`config.mk`:
```
export PLATFORM = sky130hd
export DESIGN_NAME = twiddle_gen
export DESIGN_NICKNAME = d
export VERILOG_FILES = /design/src/rtl/twiddle_pkg.sv /design/src/rtl/twiddle_rom.sv /design/src/rtl/twiddle_gen.sv
export SDC_FILE = /design/constraint.sdc
export NUM_CORES = 1
export LEC_CHECK = 0
export ABC_AREA = 1
export CAP_MARGIN = 15
export CORE_UTILIZATION = 45
export CTS_CLUSTER_SIZE = 30
export DETAILED_ROUTE_END_ITERATION = 6
export GPL_ROUTABILITY_DRIVEN = 0
export PLACE_DENSITY = 0.67
export SYNTH_ARGS = -nofsm -noshare
export SYNTH_HDL_FRONTEND = slang
export SYNTH_SLANG_ARGS = --single-unit
```
`constraint.sdc`:
```
create_clock -name clk -period 2.45 [get_ports clk]
set_clock_uncertainty 0.2 [all_clocks]
set_input_delay 0.6125 -clock clk [delete_from_list [all_inputs] [get_ports clk]]
set_output_delay 0.6125 -clock clk [all_outputs]
set_load 0.01 [all_outputs]
```
`src/rtl/twiddle_pkg.sv`:
```
// Shared types and constants for the FFT twiddle-factor generator.
// cos_q builds the quarter-wave cosine table entries from real math.
package twiddle_pkg;

  typedef enum logic [0:0] {
    IDLE = 1'b0,
    SEQ  = 1'b1
  } state_e;

  // Quadrant of k, taken from its two top bits
  localparam logic [1:0] QUAD_0 = 2'd0;
  localparam logic [1:0] QUAD_1 = 2'd1;
  localparam logic [1:0] QUAD_2 = 2'd2;
  localparam logic [1:0] QUAD_3 = 2'd3;

  localparam real PI = 3.14159265358979323846;

  // round(cos(2*pi*i/N) * 2**frac_width), rounding half away from zero
  function automatic int cos_q(input int i, input int n_log2, input int frac_width);
    real ang;
    real val;
    ang = 2.0 * PI * real'(i) / real'(2 ** n_log2);
    val = $cos(ang) * (2.0 ** frac_width);
    if (val >= 0.0) cos_q = $rtoi(val + 0.5);
    else            cos_q = -$rtoi(0.5 - val);
  endfunction

endpackage

```
`src/rtl/twiddle_rom.sv`:
```
// Quarter-wave cosine ROM, M+1 entries, two synchronous read ports.
// Read data updates only when en is high so it stalls with the pipeline.
module twiddle_rom
  import twiddle_pkg::*;
#(
  parameter int unsigned N_LOG2     = 4,
  parameter int unsigned DATA_WIDTH = 16,
  parameter int unsigned FRAC_WIDTH = DATA_WIDTH - 2
) (
  input  logic                         clk,
  input  logic                         rst_n,
  input  logic                         en,
  input  logic [N_LOG2-2:0]            addr_a,
  input  logic [N_LOG2-2:0]            addr_b,
  output logic signed [DATA_WIDTH-1:0] rd_a,
  output logic signed [DATA_WIDTH-1:0] rd_b
);

  localparam int unsigned M = 1 << (N_LOG2 - 2);

  logic signed [DATA_WIDTH-1:0] rom [M+1];
  logic signed [DATA_WIDTH-1:0] rd_a_d, rd_a_q;
  logic signed [DATA_WIDTH-1:0] rd_b_d, rd_b_q;

  for (genvar gi = 0; gi <= int'(M); gi++) begin : g_rom
    assign rom[gi] = DATA_WIDTH'(cos_q(gi, int'(N_LOG2), int'(FRAC_WIDTH)));
  end

  always_comb begin
    rd_a_d = rd_a_q;
    rd_b_d = rd_b_q;
    if (en) begin
      rd_a_d = rom[addr_a];
      rd_b_d = rom[addr_b];
    end
  end

  always_ff @(posedge clk or negedge rst_n) begin
    if (!rst_n) begin
      rd_a_q <= '0;
      rd_b_q <= '0;
    end else begin
      rd_a_q <= rd_a_d;
      rd_b_q <= rd_b_d;
    end
  end

  assign rd_a = rd_a_q;
  assign rd_b = rd_b_q;

endmodule

```
`src/rtl/twiddle_gen.sv`:
```
// Twiddle-factor generator W_N^k for radix-2 FFT: single lookups or per-stage sequences.
// Define TWIDDLE_CONJ_EN to add the inv input that conjugates the output for IFFT.
module twiddle_gen
  import twiddle_pkg::*;
#(
  parameter int unsigned N_LOG2     = 4,
  parameter int unsigned DATA_WIDTH = 16,
  parameter int unsigned FRAC_WIDTH = DATA_WIDTH - 2
) (
  input  logic                         clk,
  input  logic                         rst_n,
  input  logic                         req_valid,
  output logic                         req_ready,
  input  logic [N_LOG2-1:0]            req_ph,
  input  logic                         seq_start,
  input  logic [$clog2(N_LOG2)-1:0]    seq_stage,
  output logic                         seq_busy,
`ifdef TWIDDLE_CONJ_EN
  input  logic                         inv,
`endif
  output logic                         out_valid,
  input  logic                         out_ready,
  output logic signed [DATA_WIDTH-1:0] out_re,
  output logic signed [DATA_WIDTH-1:0] out_im,
  output logic [N_LOG2-1:0]            out_idx,
  output logic                         out_last
);

  localparam int unsigned N      = 1 << N_LOG2;
  localparam int unsigned M      = N / 4;
  localparam int unsigned ADDR_W = N_LOG2 - 1;
  localparam int unsigned STG_W  = $clog2(N_LOG2);
  localparam int unsigned CNT_W  = N_LOG2 + 1;

  state_e              state_q, state_d;
  logic [N_LOG2-1:0]   j_q, j_d;
  logic [STG_W-1:0]    stage_q, stage_d;
  logic                seq_busy_q, seq_busy_d;

  logic                advance_c;
  logic                issue_c;
  logic                issue_last_c;
  logic                issue_inv_c;
  logic [N_LOG2-1:0]   issue_idx_c;
  logic [STG_W-1:0]    stage_clamp_c;
  logic [CNT_W-1:0]    cnt_c;
  logic                seq_last_c;
  logic [N_LOG2-1:0]   seq_idx_c;
  logic [1:0]          quad_c;
  logic [ADDR_W-1:0]   addr_a_c, addr_b_c;

  logic                s1_valid_q, s1_valid_d;
  logic [1:0]          s1_quad_q, s1_quad_d;
  logic [N_LOG2-1:0]   s1_idx_q, s1_idx_d;
  logic                s1_last_q, s1_last_d;
  logic                s1_inv_q, s1_inv_d;

  logic signed [DATA_WIDTH-1:0] rom_a, rom_b;
  logic signed [DATA_WIDTH-1:0] re_c, im_raw_c, im_c;

  logic                         out_valid_q, out_valid_d;
  logic signed [DATA_WIDTH-1:0] out_re_q, out_re_d;
  logic signed [DATA_WIDTH-1:0] out_im_q, out_im_d;
  logic [N_LOG2-1:0]            out_idx_q, out_idx_d;
  logic                         out_last_q, out_last_d;

  assign advance_c = !out_valid_q || out_ready;

  // Out-of-range stages collapse to the last stage (single element k = 0)
  assign stage_clamp_c = (32'(seq_stage) >= N_LOG2) ? STG_W'(N_LOG2 - 1) : seq_stage;
  assign cnt_c         = CNT_W'(N >> 1) >> stage_q;
  assign seq_last_c    = (CNT_W'(j_q) + CNT_W'(1)) == cnt_c;
  assign seq_idx_c     = j_q << stage_q;

`ifdef TWIDDLE_CONJ_EN
  assign issue_inv_c = inv;
`else
  assign issue_inv_c = 1'b0;
`endif

  // Issue control: lookups in IDLE, one sequence element per advance in SEQ
  always_comb begin
    state_d      = state_q;
    j_d          = j_q;
    stage_d      = stage_q;
    issue_c      = 1'b0;
    issue_idx_c  = '0;
    issue_last_c = 1'b0;
    req_ready    = 1'b0;
    unique case (state_q)
      IDLE: begin
        req_ready = advance_c && !seq_start;
        if (seq_start) begin
          state_d = SEQ;
          j_d     = '0;
          stage_d = stage_clamp_c;
        end else if (req_valid && advance_c) begin
          issue_c     = 1'b1;
          issue_idx_c = req_ph;
        end
      end
      SEQ: begin
        if (advance_c) begin
          issue_c      = 1'b1;
          issue_idx_c  = seq_idx_c;
          issue_last_c = seq_last_c;
          if (seq_last_c) begin
            state_d = IDLE;
            j_d     = '0;
          end else begin
            j_d = j_q + N_LOG2'(1);
          end
        end
      end
      default: state_d = IDLE;
    endcase
    seq_busy_d = (state_d == SEQ);
  end

  assign quad_c   = issue_idx_c[N_LOG2-1 -: 2];
  assign addr_a_c = ADDR_W'(issue_idx_c) & ADDR_W'(M - 1);
  assign addr_b_c = ADDR_W'(M) - addr_a_c;

  twiddle_rom #(
    .N_LOG2     (N_LOG2),
    .DATA_WIDTH (DATA_WIDTH),
    .FRAC_WIDTH (FRAC_WIDTH)
  ) u_rom (
    .clk    (clk),
    .rst_n  (rst_n),
    .en     (advance_c),
    .addr_a (addr_a_c),
    .addr_b (addr_b_c),
    .rd_a   (rom_a),
    .rd_b   (rom_b)
  );

  always_comb begin
    s1_valid_d = s1_valid_q;
    s1_quad_d  = s1_quad_q;
    s1_idx_d   = s1_idx_q;
    s1_last_d  = s1_last_q;
    s1_inv_d   = s1_inv_q;
    if (advance_c) begin
      s1_valid_d = issue_c;
      s1_quad_d  = quad_c;
      s1_idx_d   = issue_idx_c;
      s1_last_d  = issue_last_c;
      s1_inv_d   = issue_inv_c;
    end
  end

  // rom_a = C(r), rom_b = C(M-r); fold into the quadrant of k
  always_comb begin
    re_c     = rom_a;
    im_raw_c = -rom_b;
    unique case (s1_quad_q)
      QUAD_0: begin re_c =  rom_a; im_raw_c = -rom_b; end
      QUAD_1: begin re_c = -rom_b; im_raw_c = -rom_a; end
      QUAD_2: begin re_c = -rom_a; im_raw_c =  rom_b; end
      QUAD_3: begin re_c =  rom_b; im_raw_c =  rom_a; end
      default: ;
    endcase
    im_c = s1_inv_q ? -im_raw_c : im_raw_c;
  end

  always_comb begin
    out_valid_d = out_valid_q;
    out_re_d    = out_re_q;
    out_im_d    = out_im_q;
    out_idx_d   = out_idx_q;
    out_last_d  = out_last_q;
    if (advance_c) begin
      out_valid_d = s1_valid_q;
      out_re_d    = re_c;
      out_im_d    = im_c;
      out_idx_d   = s1_idx_q;
      out_last_d  = s1_valid_q && s1_last_q;
    end
  end

  always_ff @(posedge clk or negedge rst_n) begin
    if (!rst_n) begin
      state_q     <= IDLE;
      j_q         <= '0;
      stage_q     <= '0;
      seq_busy_q  <= 1'b0;
      s1_valid_q  <= 1'b0;
      s1_quad_q   <= '0;
      s1_idx_q    <= '0;
      s1_last_q   <= 1'b0;
      s1_inv_q    <= 1'b0;
      out_valid_q <= 1'b0;
      out_re_q    <= '0;
      out_im_q    <= '0;
      out_idx_q   <= '0;
      out_last_q  <= 1'b0;
    end else begin
      state_q     <= state_d;
      j_q         <= j_d;
      stage_q     <= stage_d;
      seq_busy_q  <= seq_busy_d;
      s1_valid_q  <= s1_valid_d;
      s1_quad_q   <= s1_quad_d;
      s1_idx_q    <= s1_idx_d;
      s1_last_q   <= s1_last_d;
      s1_inv_q    <= s1_inv_d;
      out_valid_q <= out_valid_d;
      out_re_q    <= out_re_d;
      out_im_q    <= out_im_d;
      out_idx_q   <= out_idx_d;
      out_last_q  <= out_last_d;
    end
  end

  assign seq_busy  = seq_busy_q;
  assign out_valid = out_valid_q;
  assign out_re    = out_re_q;
  assign out_im    = out_im_q;
  assign out_idx   = out_idx_q;
  assign out_last  = out_last_q;

endmodule
```
-- Word-level counts from Yosys, hierarchy flattened
Memory sizes are Yosys's and may differ from the RTL's. A register that Yosys moved wholly into a read port is not among the register bits.
Index checks and enable logic that the tools add are counted.
- register bits after elaboration: 53
- ROM bits: 256
- output and inout bits: 40
- logic and storage cells: 60
- memories: 2
- $add $sub $neg: 5
- eq/ne operators: 6
- shifts and indexed selects: 2
- mux-type cells: 19
- bitwise operators: 3
- reduce and logical (&&, ||, !) cells: 11
- memory list (memory ; words ; bits a word ; read ports ; clocked after memory_dff ; wr ports ; line ; RTL):
    (name not given) ; 8 ; 16 ; 1 ; 1 ; 0 ; twiddle_rom.sv:33 ; rd_a_d = rom[addr_a];
    (name not given) ; 8 ; 16 ; 1 ; 1 ; 0 ; twiddle_rom.sv:34 ; rd_b_d = rom[addr_b];
- operators with widths (kind ; count):
    16-bit case mux with 4 select lines ; 2
    16-bit negator ; 2
    4-bit 2-to-1 mux ; 6
    4-bit case mux with 2 select lines ; 2
    1-bit 2-to-1 mux ; 7
    4-bit by 1-bit adder with 5-bit output (second input constant) ; 1
    5-bit == test ; 1
    4-bit by 2-bit right shift with 5-bit output (first input constant) ; 1
    4-bit by 1-bit adder with 4-bit output (second input constant) ; 1
    2-bit == test (second input constant) ; 2
    1-bit zero test ; 4
    2-bit NOT with 4-bit output ; 1
    3-bit NOT with 4-bit output ; 1
    1-bit case mux with 2 select lines ; 2
    2-bit AND reduction ; 2
    4-bit by 2-bit << shifter with 4-bit output ; 1
    1-bit logical AND ; 3
    3-bit by 2-bit subtractor with 3-bit output (first input constant) ; 1
    2-bit by 1-bit == test with 1-bit output (second input constant) ; 1
    2-bit zero test ; 1
    2-bit by 1-bit inequality test with 1-bit output (second input constant) ; 1
    2-bit inequality test (second input constant) ; 1
    1-bit logical OR ; 1
    1-bit NOT ; 1

-- Longest topological paths before layout
Gate-level depths: netlist of the first run.
- depth in word-level cells: 8
- gate-level depth with buffers: 11
- mapped depth without buffers: 11

-- Modules after synthesis
From an unflattened synthesis of the first run, not the netlist that was laid out.
- cell total of the unflattened synthesis: 694
- area total of the unflattened synthesis: 4790.8 sq um
- by module, submodules not included (module ; times used ; cells each ; area each (sq um) ; sequential area each (sq um)):
    twiddle_gen ; 1 ; 591 ; 3837.4 ; 1276.2
    twiddle_rom ; 1 ; 103 ; 953.4 ; 400.4

-- Worst setup path after synthesis of the first run
No wires, ideal clock.
- kind: input-to-output
- start point: input port out_ready
- end point: output port req_ready
- arrival time: 1.372 ns
- path slack: 0.265 ns
- stages on the path: 6
- path buffers: 2
- cells stage by stage: inv_1 -> nand2_1 -> inv_2 -> buf_2 -> buf_2 -> nor2_1
- longest elaborated chain between the ends: 3
- RTL lines (what ; line ; RTL):
    from (decl) ; twiddle_gen.sv:22 ; input logic out_ready,
    1-bit logical OR ; twiddle_gen.sv:67 ; assign advance_c = !out_valid_q || out_ready;
    1-bit logical AND ; twiddle_gen.sv:92 ; req_ready = advance_c && !seq_start;
    1-bit 2-to-1 mux ; twiddle_gen.sv:90 ; unique case (state_q)
    to (decl) ; twiddle_gen.sv:13 ; output logic req_ready,
No other way between the ends.

-- Worst setup path after layout of the first run
Same ends and word-level chain as after synthesis.

==> results.toml, run 1 <==
[drt]
vias_per_cell = 5.281
wl_per_cell_um = 14.16
drt_iter0_drc = 236
dr_total_vias = 3253
drc_errors = 0
firstDrtPassIters = 5
routed_wl_um = 8725
drtAntennaViolNets = 0

[sta]
min_period_ns = 2.371
worst_pin_slew_ns = 0.5442
finalHoldViolations = 3
timing.final.crit_share_pct = 96.77
slew_headroom_pct = 63.72
finalMaxSlewViolations = 0
tns_ns = 0
setup_viol = 0
finalWorstSetupSlack_ns = 0.07919
rsz0062_at_grt = "false"
fin_hold_ws_ns = -0.0002154
max_freq_mhz = 421.8

[global_route]
antenna_found_initial = 0
track_usage_pct = 23.90
grt_max_degree = 42
grt_pass1_wl_um = 14410
overflow = 0
grt_pass1_vias = 3023

[die]
die_area_um2 = 7804
io_pins = 51
core_um2 = 7214
num_rows = 31
start_util_pct = 46.50
die_w_um = 88.34
dieHeight_um = 88.34

[logic_synthesis]
synth_nets = 483
yosysWarnings = 0
synth.avg_cell_area_um2 = 7.292
synthCells = 460
seq_area_frac_synth_pct = 41.03
netlist-cell-type-count = 33
synth_area_um2 = 3354
ys_ff_latch = 55

[clock_tree]
tritoncts = "built"
clock-root-buffer = "clkbuf_8"
hold_buffers = 0
cts_setup_buffers = 0
htreeDepth = 2
cts_buffers = 5
clkLatencyLatePin_ns = 0.32
clockBufferDepth = 2
cts_sinks = 55
clkTransAtPathRegs_ns = 0.11
cts_resized = 1

[setup_path]
crit_family = "buffers and inverters"
slowest_delay_ns = 0.45
crit_path_start_kind = "input port"
crit_type = "input port to primary output"
path_cells = "clkdlybuf4s50_1 -> inv_1 -> nand2_1 -> inv_2 -> nor2_1 -> dlygate4sd2_1"
cp.arrival_ns = 1.56
cp_max_fo = 2
crit_slowest_cell = "clkdlybuf4s50_1"
end_kind = "primary output"
cp_num_buf_inv = 4
worst-endpoint-required_ns = 1.64

[flow_run]
cap_viol_max_count = 0

[layout]
finalNetCount = 539
final_common_cell = "nand2_1"
n_antenna_cell = 0
layout_common_cells = "nand2_1, dfrtp_1, clkdlybuf4s50_1, nor2_1, nand3_1"
drive_above_1_share_pct = 9.865
final_area_um2 = 4129
fillCellCount = 726
syn2layout_area_growth_pct = 23.09

[power_and_ir_drop]
p_int_mw = 2.878
clkPwrFrac_pct = 9.7
cellPowerDensity_nw_per_um2 = 1330
pwr-share-seq_pct = 30.0
p_leak_nw = 2.027
ir_drop_mv = 0.4586
comb_power_share_pct = 60.3
switching_share_pct = 47.60
p_switching_mw = 2.615

[place]
io_buffers = 50
placed_area_um2 = 4026
dp_hpwl_um = 6452
pre_cts_slack_ns = -0.2132

[hold_path]
hp-class = "input port to asynchronous set/reset pin"

[status]
status = "finished, violations left"
violations = "hold timing"
[final timing paths]
path                                from        endpoint  slack [ns]  depth (start not counted)
setup reg to reg           u_rom.rd_b[4]      out_re[14]        0.32                         11
min in group clk              out_idx[1]      out_idx[1]        0.29                          2
setup / recovery               out_ready       req_ready        0.08                          6
max in group asynchronous          rst_n  u_rom.rd_b[14]        1.51                          2
hold / removal                     rst_n      stage_q[1]     -0.0002                          1
hold reg to reg               out_idx[1]      out_idx[1]        0.29                          2
[cells in the mapped netlist]
cell | n | area (µm²)
buf_2 | 8 | 40.04
a32oi_1 | 2 | 17.52
nand2_4 | 2 | 22.52
o221ai_1 | 3 | 26.28
ha_1 | 12 | 150.1
clkbuf_1 | 4 | 15.01
nand3_1 | 44 | 220.2
inv_2 | 9 | 33.78
nand2_2 | 5 | 31.28
nand2_1 | 135 | 506.7
inv_4 | 1 | 6.260
nor2_1 | 44 | 165.2
nand4_1 | 2 | 12.51
a22o_1 | 1 | 8.760
o21ai_0 | 35 | 175.2
nand3b_1 | 1 | 7.510
xnor2_1 | 1 | 8.760
dfrtp_1 | 55 | 1376
o21ai_1 | 9 | 45.04
xor2_1 | 4 | 35.03
buf_4 | 6 | 45.04
nor2_2 | 1 | 6.260
buf_1 | 1 | 3.750
nor3_1 | 2 | 10.01
a21oi_1 | 16 | 80.08
o21bai_1 | 1 | 7.510
o22ai_1 | 4 | 25.02
nor2_4 | 4 | 45.04
inv_1 | 35 | 131.4
o211ai_1 | 7 | 52.55
buf_6 | 1 | 11.26
o21a_1 | 1 | 7.510
a31oi_1 | 4 | 25.02
[metrics by stage]
stage               util, %  total power, mW  instances
CTS                   57.13            5.502        616
global route          57.23            5.997        616
finish                57.23            5.493        616
floorplan                 -            3.750        460
detailed placement    55.81            4.948        608
global placement      55.81            4.898        608
[metal layers]
| layer | share of wire, % | global-route usage, % |
|---|---|---|
| met4 | 3.7 | 9.824 |
| met2 | 46 | 39.51 |
| met3 | 5.3 | 2.985 |
| met5 | 0 | 0 |
| met1 | 45 | 31.80 |
[cell type report]
type | count | area, µm² | area share (%)
timing repair buffer | 69 | 661.9 | 16.03
tap | 99 | 123.9 | 3.000
inverter | 45 | 171.4 | 4.152
clock buffer | 5 | 68.82 | 1.667
multi-input combinational | 340 | 1699 | 41.15
clock inverter | 3 | 27.53 | 0.6667
sequential | 55 | 1376 | 33.33
[power by group through the flow]
| stage | Sequential, mW | Combinational [mW] | Clock, mW |
|---|---|---|---|
| floorplan | 1.66 | 2.09 | 0 |
| global placement | 1.65 | 3.24 | 0 |
| detailed placement | 1.67 | 3.28 | 0 |
| CTS | 1.65 | 3.29 | 0.556 |
| global route | 1.70 | 3.70 | 0.589 |
| finish | 1.65 | 3.31 | 0.533 |
[cells by family after synthesis]
logic type	synth area share, %
simple gates	30.62
xor+xnor	1.305
compound gates	14.02
buf+inv	8.541
flops	41.03
fa+ha+maj	4.476
[sequential cells by signal, summed over array words and instances, names as in the netlist, 2 cells and up]
name        flops
u_rom.rd_b      3
j_q             4
out_idx         4
out_re         14
s1_idx_q        2
out_im         14
u_rom.rd_a      5
stage_q         2
s1_quad_q       2
No activity file was read; power rests on OpenSTA's default activity.
==> run 2: changes to the inputs <==
CORE_ASPECT_RATIO = 0.6   (was unset)
SLEW_MARGIN = 20   (was unset)
==> run 2 against run 1 <==
Against the previous run: the flow now finishes without violations; worst hold slack better by 0.094 ns; core utilization up 3.3 points; via count increased by 1.3%; die area rose by 0.14%; critical endpoint unchanged; largest cell class unchanged.
==> results.toml, run 2 (synthesis results as in run 1) <==
[status]
status = "finished clean"

[drt]
dr_total_vias = 3295
firstDrtPassIters = 6
drt_iter0_drc = 431
routed_wl_um = 9263
drtAntennaViolNets = 0
wl_per_cell_um = 14.99
vias_per_cell = 5.332
drc_errors = 0

[sta]
tns_ns = 0
min_period_ns = 2.274
timing.final.crit_share_pct = 92.83
finalMaxSlewViolations = 0
slew_headroom_pct = 70.35
finalHoldViolations = 0
worst_pin_slew_ns = 0.4400
fin_hold_ws_ns = 0.09424
finalWorstSetupSlack_ns = 0.1757
rsz0062_at_grt = "false"
setup_viol = 0
max_freq_mhz = 439.7

[setup_path]
crit_path_start_kind = "input port"
crit_type = "input port to primary output"
cp_max_fo = 3
path_cells = "clkdlybuf4s50_1 -> inv_1 -> nand2_1 -> nor2_1 -> clkbuf_2"
crit_family = "buffers and inverters"
r2r_cells = 10
slowest_delay_ns = 0.42
r2r_setup_slack_ns = 0.26
r2r_end = "out_im[14]"
end_kind = "primary output"
cp.arrival_ns = 1.46
worst-endpoint-required_ns = 1.64
reg2reg_from = "u_rom.rd_a[4]"
cp_num_buf_inv = 3
crit_slowest_cell = "clkdlybuf4s50_1"

[clock_tree]
clockBufferDepth = 2
cts_buffers = 5
cts_sinks = 55
tritoncts = "built"
clkLatencyLatePin_ns = 0.30
cts_resized = 1
clock-root-buffer = "clkbuf_16"
hold_buffers = 0
htreeDepth = 2
clkTransAtPathRegs_ns = 0.07
cts_setup_buffers = 0

[layout]
n_antenna_cell = 0
syn2layout_area_growth_pct = 25.07
seqCellArea_um2 = 1376
layout_common_cells = "nand2_1, dfrtp_1, clkdlybuf4s50_1, nand3_1, nor2_1"
finalNetCount = 540
utilization_pct = 60.49
multi_input_area_um2 = 1720
drive_above_1_share_pct = 10.62
final_common_cell = "nand2_1"
fillCellCount = 629
stdcell_count = 618

[power_and_ir_drop]
p_leak_nw = 2.051
ir_drop_mv = 0.5915
cellPowerDensity_nw_per_um2 = 1397

[global_route]
overflow = 0
grtUsageMet3_pct = 8.829
grt_pass1_wl_um = 15260
use_met2_pct = 34.76
track_usage_pct = 26.07
grt_pass1_vias = 2935
grt_util_met1_pct = 39.61
grt_max_degree = 56
busiest_layer = "met1"
antenna_found_initial = 0

[place]
io_buffers = 50
pre_cts_slack_ns = -0.2729
dp_hpwl_um = 6870
dpl.cell_count = 610

[die]
die_w_um = 113.5
die_area_um2 = 7815
io_pins = 51
dieHeight_um = 68.88
core_um2 = 6935
start_util_pct = 48.37
num_rows = 23

[hold_path]
hp-class = "input port to asynchronous set/reset pin"

[flow_run]
cap_viol_max_count = 0
run 2: changes by cell type in the layout (fill, tap and decap cells not counted), sizes merged:
cell         change
buf              +1
clkbuf           +1
dlygate4sd2      -1
run 2: final cells by class:
type / count / area share, %
repair buffers: 70 / 15.57
well taps: 100 / 2.982
clock buffers: 5 / 2.982
inverters: 45 / 4.086
clock inverters: 3 / 0.5667
flip-flops and latches: 55 / 32.81
multi-input cells: 340 / 41.01
run 2: per-stage QoR:
step / area (µm²) / power [mW]
floorplan: 3354 / 3.750
global placement: 4023 / 5.000
detailed placement: 4023 / 5.020
CTS: 4170 / 5.769
global route: 4195 / 6.352
finish: 4195 / 5.862
run 2: worst max path at each step:
stage	startpoint	to	slack (ns)	depth (start not counted)
after detailed placement	out_ready	u_rom.rd_a[10]	-0.27	12
after CTS	seq_start	req_ready	0.05	5
after global routing	out_ready	u_rom.rd_b[14]	0.003	11
after floorplan	out_ready	req_ready	0.27	6
after global placement	out_ready	req_ready	-0.20	6
final	seq_start	req_ready	0.18	5
run 2: metal layers:
layer  vias to the layer above  part of all wire [%]
met2                       170                    37
li1                       1616                     -
met5                         -                     0
met4                         0                  0.82
met1                      1498                    51
met3                        11                    12
run 2: where the power goes:
group	switching (mW)	leakage [nW]	internal, mW
logic	2.07	1.29	1.41
registers	0.353	0.691	1.29
clock network	0.345	0.0717	0.385
run 2: worst reg2reg max path, delay by kind of cell, from the launching register on:
family,cells,cell delay (ns)
simple gates,7,0.89
flops,1,0.47
fa+ha+maj,1,0.28
buf+inv,1,0.20
compound gates,1,0.08
==> run 3: changes to the inputs <==
CORE_MARGIN = 10   (was unset)
SKIP_CTS_REPAIR_TIMING = 1   (was unset)
==> run 3 against run 2 <==
Against the previous run: clock-buffer cell count unchanged; largest cell class unchanged; core utilization decreased by 2.7 points; flip-flop and latch count is the same; via count is 3.2% higher; highest routed layer unchanged; critical path type unchanged; first-iteration DRC count rose by 23%.
==> results.toml, run 3 (synthesis results as in run 1) <==
[clock_tree]
tritoncts = "built"
cts_sinks = 55
cts_buffers = 5
clkLatencyLatePin_ns = 0.31
clockBufferDepth = 2
clock-root-buffer = "clkbuf_16"
clkTransAtPathRegs_ns = 0.07
htreeDepth = 2

[layout]
final_common_cell = "nand2_1"
finalNetCount = 540
layout_common_cells = "nand2_1, dfrtp_1, clkdlybuf4s50_1, nand3_1, nor2_1"
n_antenna_cell = 0
stdcell_count = 622
syn2layout_area_growth_pct = 25.21
drive_above_1_share_pct = 10.42

[sta]
tns_ns = 0
finalMaxSlewViolations = 0
rsz0062_at_grt = "false"
timing.final.crit_share_pct = 93.72
finalWorstSetupSlack_ns = 0.1540
slew_headroom_pct = 60.78
setup_viol = 0
min_period_ns = 2.296
max_freq_mhz = 435.5
fin_hold_ws_ns = 0.07361
finalHoldViolations = 0
worst_pin_slew_ns = 0.5882

[power_and_ir_drop]
ir_drop_mv = 0.5393
clkPwrFrac_pct = 12.8
p_int_mw = 3.091
comb_power_share_pct = 59.1
power_mw = 5.940
p_switching_mw = 2.848
switching_share_pct = 47.95
p_leak_nw = 2.070
pwr-share-seq_pct = 28.1
cellPowerDensity_nw_per_um2 = 1414

[die]
io_pins = 51
num_rows = 24
dieHeight_um = 86.88
die_w_um = 131.5
core_um2 = 7267
start_util_pct = 46.16
die_area_um2 = 11420

[place]
dp_hpwl_um = 7482
pre_cts_slack_ns = -0.2537
dpl.cell_count = 614
io_buffers = 50

[global_route]
grt_max_degree = 42
antenna_found_initial = 0
grt_pass1_wl_um = 16660
overflow = 0
track_usage_pct = 17.81
grt_pass1_vias = 3229

[setup_path]
end_kind = "primary output"
crit_path_start_kind = "input port"
cp.arrival_ns = 1.48
reg2reg_from = "u_rom.rd_a[4]"
endpoint = "req_ready"
crit_start = "out_ready"
r2r_cells = 9
r2r_setup_slack_ns = 0.20
crit_type = "input port to primary output"
r2r_end = "out_re[6]"
cp_max_fo = 3
worst-endpoint-required_ns = 1.64

[drt]
drc_errors = 0
drtAntennaViolNets = 0
drt_iter0_drc = 529
firstDrtPassIters = 6
routed_wl_um = 10170
dr_total_vias = 3401
vias_per_cell = 5.468
wl_per_cell_um = 16.35

[hold_path]
hp-class = "input port to asynchronous set/reset pin"

[status]
status = "finished clean"

[flow_run]
cap_viol_max_count = 0
## run 3: changes by cell type in the layout (fill, tap and decap cells not counted), sizes merged
| cell | before | now |
|---|---|---|
| clkbuf | 6 | 5 |
| clkinv | 1 | 0 |
| dlymetal6s2s | 0 | 1 |
| inv | 46 | 47 |
## run 3: per-layer routing
layer  track usage (%)  vias to the layer above  wire length [µm]
li1                  -                     1609                 -
met1             24.44                     1566              4645
met2             25.32                      206              3986
met3             7.085                       20              1406
met4             4.724                        0               129
met5                 0                        -                 0
## run 3: worst max-delay path, stage by stage
cell and delay [ns]:
clkdlybuf4s50_1 0.46, inv_1 0.04, nand2_1 0.08, inv_2 0.05, nor2_1 0.08, dlymetal6s2s_1 0.17
## run 3: how the worst min path moves through the flow
stage	from	endpoint	cells past startpoint
2_1_floorplan	rst_n	j_q[0]	0
3_3_place_gp	out_idx[1]	out_idx[1]	2
3_5_place_dp	out_re[6]	out_re[6]	2
4_1_cts	rst_n	out_im[15]	1
5_1_grt	rst_n	out_im[4]	1
6_report	rst_n	out_im[15]	1
## run 3: through the flow
| step | util (%) | cell area (µm²) |
|---|---|---|
| finish | 57.80 | 4200 |
| global route | 57.80 | 4200 |
| CTS | 57.52 | 4180 |
| detailed placement | 55.42 | 4028 |
| global placement | 55.42 | 4028 |
| floorplan | - | 3354 |
## run 3: cell type report
| type | instances | area [µm²] |
|---|---|---|
| Fill cell | 689 | 3067 |
| Clock inverter | 3 | 27.53 |
| Sequential cell | 55 | 1376 |
| Inverter | 45 | 171.4 |
| Clock buffer | 5 | 125.1 |
| Multi-Input combinational cell | 340 | 1709 |
| Tap cell | 104 | 130.1 |
| Timing Repair Buffer | 70 | 660.6 |
## run 3: power by group through the flow
| stage | registers (mW) | clock network, mW | logic, mW |
|---|---|---|---|
| 5_1_grt | 1.72 | 0.810 | 3.88 |
| 3_5_place_dp | 1.68 | 0 | 3.40 |
| 2_1_floorplan | 1.66 | 0 | 2.09 |
| 6_report | 1.67 | 0.761 | 3.51 |
| 3_3_place_gp | 1.67 | 0 | 3.36 |
| 4_1_cts | 1.66 | 0.775 | 3.43 |
